==> config.mk <==
export PLATFORM = sky130hd
export DESIGN_NAME = piso_serializer
export DESIGN_NICKNAME = d
export VERILOG_FILES = /design/src/rtl/piso_serializer.sv
export SDC_FILE = /design/constraint.sdc
export NUM_CORES = 1
export LEC_CHECK = 0
export ABC_CLOCK_PERIOD_IN_PS = 2600
export CORE_MARGIN = 2
export CORE_UTILIZATION = 51
export DETAILED_ROUTE_END_ITERATION = 8
export PLACE_DENSITY_LB_ADDON = 0.12
export SYNTH_ARGS = -nofsm -noshare
export SYNTH_HDL_FRONTEND = slang
export SYNTH_SLANG_ARGS = --single-unit
export TNS_END_PERCENT = 1
==> constraint.sdc <==
create_clock -name clk -period 2.6 [get_ports clk]
set_input_delay 0.52 -clock clk [delete_from_list [all_inputs] [get_ports clk]]
set_output_delay 0.52 -clock clk [all_outputs]
set_load 0.01 [all_outputs]
==> src/rtl/piso_serializer.sv <==
// Parallel-in/serial-out transmitter: valid/ready word load, one bit per clock, frame strobe, done pulse.
// Optional feature macro: PARITY_EN appends one even-parity bit to every frame.
module piso_serializer #(
   parameter int WIDTH     = 8,
   parameter bit MSB_FIRST = 1'b1
) (
   input  logic             clk,
   input  logic             reset_async,
   input  logic [WIDTH-1:0] data_in,
   input  logic             valid_in,
   output logic             ready_out,
   output logic             serial_out,
   output logic             frame_out,
   output logic             done
);

   localparam int CNT_W = $clog2(WIDTH + 1);
   localparam logic [CNT_W-1:0] LAST_CNT = CNT_W'(WIDTH - 1);

   typedef enum logic [1:0] {
      IDLE   = 2'd0,
      SHIFT  = 2'd1,
`ifdef PARITY_EN
      PARITY = 2'd2,
`endif
      DONE   = 2'd3
   } state_t;

   state_t           state_reg;
   state_t           state_next;
   logic [WIDTH-1:0] shift_reg;
   logic [CNT_W-1:0] cnt_reg;
   logic             serial_reg;
`ifdef PARITY_EN
   logic             parity_reg;
`endif

   logic             last_bit;
   logic             load_head;
   logic             next_head;
   logic [WIDTH-1:0] shift_next;
   logic             tail_bit;

   assign last_bit   = (cnt_reg == LAST_CNT);
   assign load_head  = MSB_FIRST ? data_in[WIDTH-1] : data_in[0];
   assign next_head  = MSB_FIRST ? shift_reg[WIDTH-2] : shift_reg[1];
   assign shift_next = MSB_FIRST ? {shift_reg[WIDTH-2:0], 1'b0}
                                 : {1'b0, shift_reg[WIDTH-1:1]};
`ifdef PARITY_EN
   assign tail_bit   = parity_reg;
`else
   assign tail_bit   = 1'b0;
`endif

   always_ff @(posedge clk or negedge reset_async) begin
      if (!reset_async) begin
         state_reg <= IDLE;
      end else begin
         state_reg <= state_next;
      end
   end

   always_comb begin
      state_next = state_reg;
      ready_out  = 1'b0;
      frame_out  = 1'b0;
      done       = 1'b0;
      case (state_reg)
         IDLE: begin
            ready_out = 1'b1;
            if (valid_in) begin
               state_next = SHIFT;
            end
         end
         SHIFT: begin
            frame_out = 1'b1;
            if (last_bit) begin
`ifdef PARITY_EN
               state_next = PARITY;
`else
               state_next = DONE;
`endif
            end
         end
`ifdef PARITY_EN
         PARITY: begin
            frame_out  = 1'b1;
            state_next = DONE;
         end
`endif
         DONE: begin
            done       = 1'b1;
            state_next = IDLE;
         end
         default: begin
            state_next = IDLE;
         end
      endcase
   end

   // serial_reg always holds the bit for the state being entered, so it is
   // valid straight after the accepting edge and returns to 0 after the tail.
   always_ff @(posedge clk or negedge reset_async) begin
      if (!reset_async) begin
         shift_reg  <= '0;
         cnt_reg    <= '0;
         serial_reg <= 1'b0;
`ifdef PARITY_EN
         parity_reg <= 1'b0;
`endif
      end else begin
         case (state_reg)
            IDLE: begin
               if (valid_in) begin
                  shift_reg  <= data_in;
                  cnt_reg    <= '0;
                  serial_reg <= load_head;
`ifdef PARITY_EN
                  parity_reg <= ^data_in;
`endif
               end
            end
            SHIFT: begin
               cnt_reg    <= cnt_reg + CNT_W'(1);
               shift_reg  <= shift_next;
               serial_reg <= last_bit ? tail_bit : next_head;
            end
            default: begin
               serial_reg <= 1'b0;
            end
         endcase
      end
   end

   assign serial_out = serial_reg;

endmodule

==> metrics list <==
- The filler cells instantiated in the layout total 111.
- Using the TritonRoute via totals, the vias-per-cell ratio works out to around 5.5.
- Power comes to 0.928 mW.
- In this run the static leakage power is between 0.4 and 0.5 nW.
- Area of the mapped netlist: 681 µm²
* Via count of the first global-routing pass: 454
* Utilization of the core after routing: roughly two thirds
* Highest clock frequency the design can meet: 486 MHz
* Total Routed Length: between 1000 and 1500 µm
* Type of the most critical hold path: register to register
* Gpl congestion: 0.725
- The clock passes through at most 2 buffers.
- Mapped Cells: 62
- The worst setup path is captured at an output port.
- For this run, the number of Yosys warnings is 0.
- Number of storage elements in the synthesis netlist: 14
- After the first detailed-routing iteration, the DRC count stood at 7.
* Number of cells upsized or downsized after cts: 0
- RSZ-0062 raised after global routing: no
- Clock latency on the worst-skew pair: approximately 0.27 ns
- For this design the ratio of total power to cell area is between 1000 and 1500 nW/µm².
- Setup violations remaining at the end of the flow were counted as 0.
- Number of placed instances with taps included: between 80 and 90
* Fraction of layout instances using a drive strength above 1: 9.09%
- Half-perimeter wire length after detailed placement: around 900 µm
* Number of top-level pins: 15
- Root Buffer Master: clkbuf_4
- Compared with the post-synthesis result, the final layout area differs by 23.2%.
* Die Area: between 1500 and 2000 µm²
- Residual overflow from global routing: 0
- The floorplan step set the die width to ~41 µm.
- Slew of the pin with the lowest slew margin: between 0.6 and 0.7 ns
* Die Y-Extent: slightly above 40 µm
- Initial cell density of the core: a little over half
- Leaving out filler cells and counting taps, the final layout contains 92.
- Setup crit start kind: register
- Run status: finished, final reports clean
- Global routing used around 18% of the available tracks across all layers.
- CP Class: register to output port
- Critical path data required time: between 2 and 2.5 ns
- The smallest clock period supported by the final layout is computed as about 2.1 ns.
- Global-route wire length before repair: between 1500 and 2000 µm
- Maximum level of the CTS H-tree: 1
- The net count of the finished layout is 91.
* Fin. max-slew vios: 0
* Final number of hold-violating endpoints: 0
- The initial antenna violation count came to 0.
- Global routing consumed, on the met2 layer, a little under a third of the routing resources.
- DRC violation count after routing: 0
- Met3 demand-to-capacity share in global routing: under 10%
* WP data arrival: around 1.5 ns
- Summing the sequential cell areas from Yosys gives 51.5% of the chip area.
* Via count: 510
- Unique cell type count in the Yosys netlist: 26
* Net count after synthesis: 74
- The tool flagged a number of max-cap violations equal to 0.
- Clock skew: 0.00101 ns
- IR analysis of the VDD net gives a maximum drop of approximately 600 µV.
* Buffers inserted during post-CTS setup optimization: 0
- Input and output buffers added on the ports amount to 14.
- Global-route layer with the greatest usage: met2
- The floorplan has 13 rows.
- N_diodes: 0
- CTS tree: built
- In this run the mean area of a mapped cell was about 11 µm².
- Count of TritonRoute iterations in the first routing pass: 4
- The multi-input combinational cells in the finished layout cover a total of slightly below 300 µm².
- Met1 capacity usage during global routing: between 10% and 20%
- Entering global routing, the biggest net connects 16 pins.
* Post-DR wirelength/cell: 13.6 µm
- The sequential cells in the finished layout cover a total of 350 µm².
- In this run, CTS created clock tree buffers numbering 3.
- After clock tree synthesis, the clock-pin slew on the worst setup and hold paths is ~0.07 ns.
- Share of the clock period used by the worst path after layout: around four fifths
* Hold bufs inserted after CTS: 0
- After floorplanning, the core was sized to cover around 1300 µm².
- Clock tree synthesis found a total of 14 sinks.
- CP Max Fanout: 9
- Number of flip-flops in the largest register: 7
* Worst slew slack as a fraction of its limit: 57.3%
- Final TNS setup: 0 ns
- Antenna Nets Post-Route: 0
## routing by layer
metal  wire (µm)  vias up
met4           5        0
met1         549      236
li1            -      253
met2         626       19
met3          70        2
met5           0        -
## kinds of logic after synthesis
| family | after synthesis | synth area share [%] |
|---|---|---|
| AO/OA/AOI/OAI | 17 | 17.6 |
| AND/OR/NAND/NOR | 18 | 13.1 |
| multiplexers | 7 | 10.3 |
| buffers and inverters | 5 | 5.70 |
| adder cells (fa/ha/maj) | 1 | 1.84 |
| flip-flops | 14 | 51.5 |
## path summary, 6_finish.rpt
path	startpoint	endpoint	slack (ns)	depth (start not counted)
max reg2reg	state_reg[0]$_DFFE_PN0P_	cnt_reg[3]$_DFFE_PN0P_	1.22	3
min in group asynchronous	reset_async	cnt_reg[1]$_DFFE_PN0P_	0.64	1
max in group asynchronous	reset_async	shift_reg[3]$_DFFE_PN0P_	1.55	1
min reg2reg	shift_reg[2]$_DFFE_PN0P_	shift_reg[2]$_DFFE_PN0P_	0.51	2
max	state_reg[0]$_DFFE_PN0P_	frame_out	0.54	2
min	shift_reg[2]$_DFFE_PN0P_	shift_reg[2]$_DFFE_PN0P_	0.51	2
## placed cells by master (no fill, tap or decap)
cell and count:
ha_1 1, o21ai_1 5, a22o_1 2, and2_1 1
mux2i_1 7, a21oi_1 1, buf_4 1, o211ai_2 1
nand2b_1 1, nor2_1 2, nand2_1 10, a31oi_1 1
o21bai_2 1, a211oi_1 1, o21bai_1 1, clkbuf_4 3
clkdlybuf4s50_1 14, nor3_1 1, nor3b_1 1, nand3_1 1
o21ai_0 2, inv_1 2, a2bb2oi_1 1, a41oi_1 1
nor2b_4 1, dfrtp_1 14
## final cells by class
type / instances / share of cell area [%]
flip-flops and latches: 14 / 41.8
multi-input cells: 43 / 34.8
repair buffers: 15 / 17.6
clock buffers: 3 / 2.69
well taps: 15 / 2.24
inverters: 2 / 0.896
## per-stage QoR
step / instance area (µm²) / hold slack, ns / setup slack, ns
floorplan: 681 / 0.224 / 1.32
detailed placement: 816 / 0.488 / 0.717
finish: 838 / 0.506 / 0.544
global route: 838 / 0.533 / 0.482
global placement: 816 / 0.466 / 0.754
CTS: 838 / 0.504 / 0.525
## critical path, stage by stage (launching register included)
cell,delay [ns]
dfrtp_1,0.51
nor2b_4,0.22
clkdlybuf4s50_1,0.54
## report_power, final
group          switching [mW]  internal [mW]
combinational           0.186          0.227
sequential             0.0896          0.308
clock                  0.0632         0.0537
## cells in the mapped netlist (all sizes together)
| cell | instances | area, µm² |
|---|---|---|
| a41oi | 1 | 8.76 |
| nor3 | 1 | 5.00 |
| buf | 3 | 31.3 |
| nand2 | 10 | 37.5 |
| o21ai | 7 | 35.0 |
| nand3 | 1 | 5.00 |
| inv | 2 | 7.51 |
| a2bb2oi | 1 | 8.76 |
| a21oi | 1 | 5.00 |
| o211ai | 1 | 12.5 |
| dfrtp | 14 | 350 |
| a31oi | 1 | 6.26 |
| mux2i | 7 | 70.1 |
| a211oi | 1 | 7.51 |
| nor2b | 1 | 13.8 |
| nor3b | 1 | 7.51 |
| and2 | 1 | 6.26 |
| o21bai | 2 | 18.8 |
| ha | 1 | 12.5 |
| nor2 | 2 | 7.51 |
| nand2b | 1 | 6.26 |
| a22o | 2 | 17.5 |
Note: power is estimated with default switching activity, not from simulation.
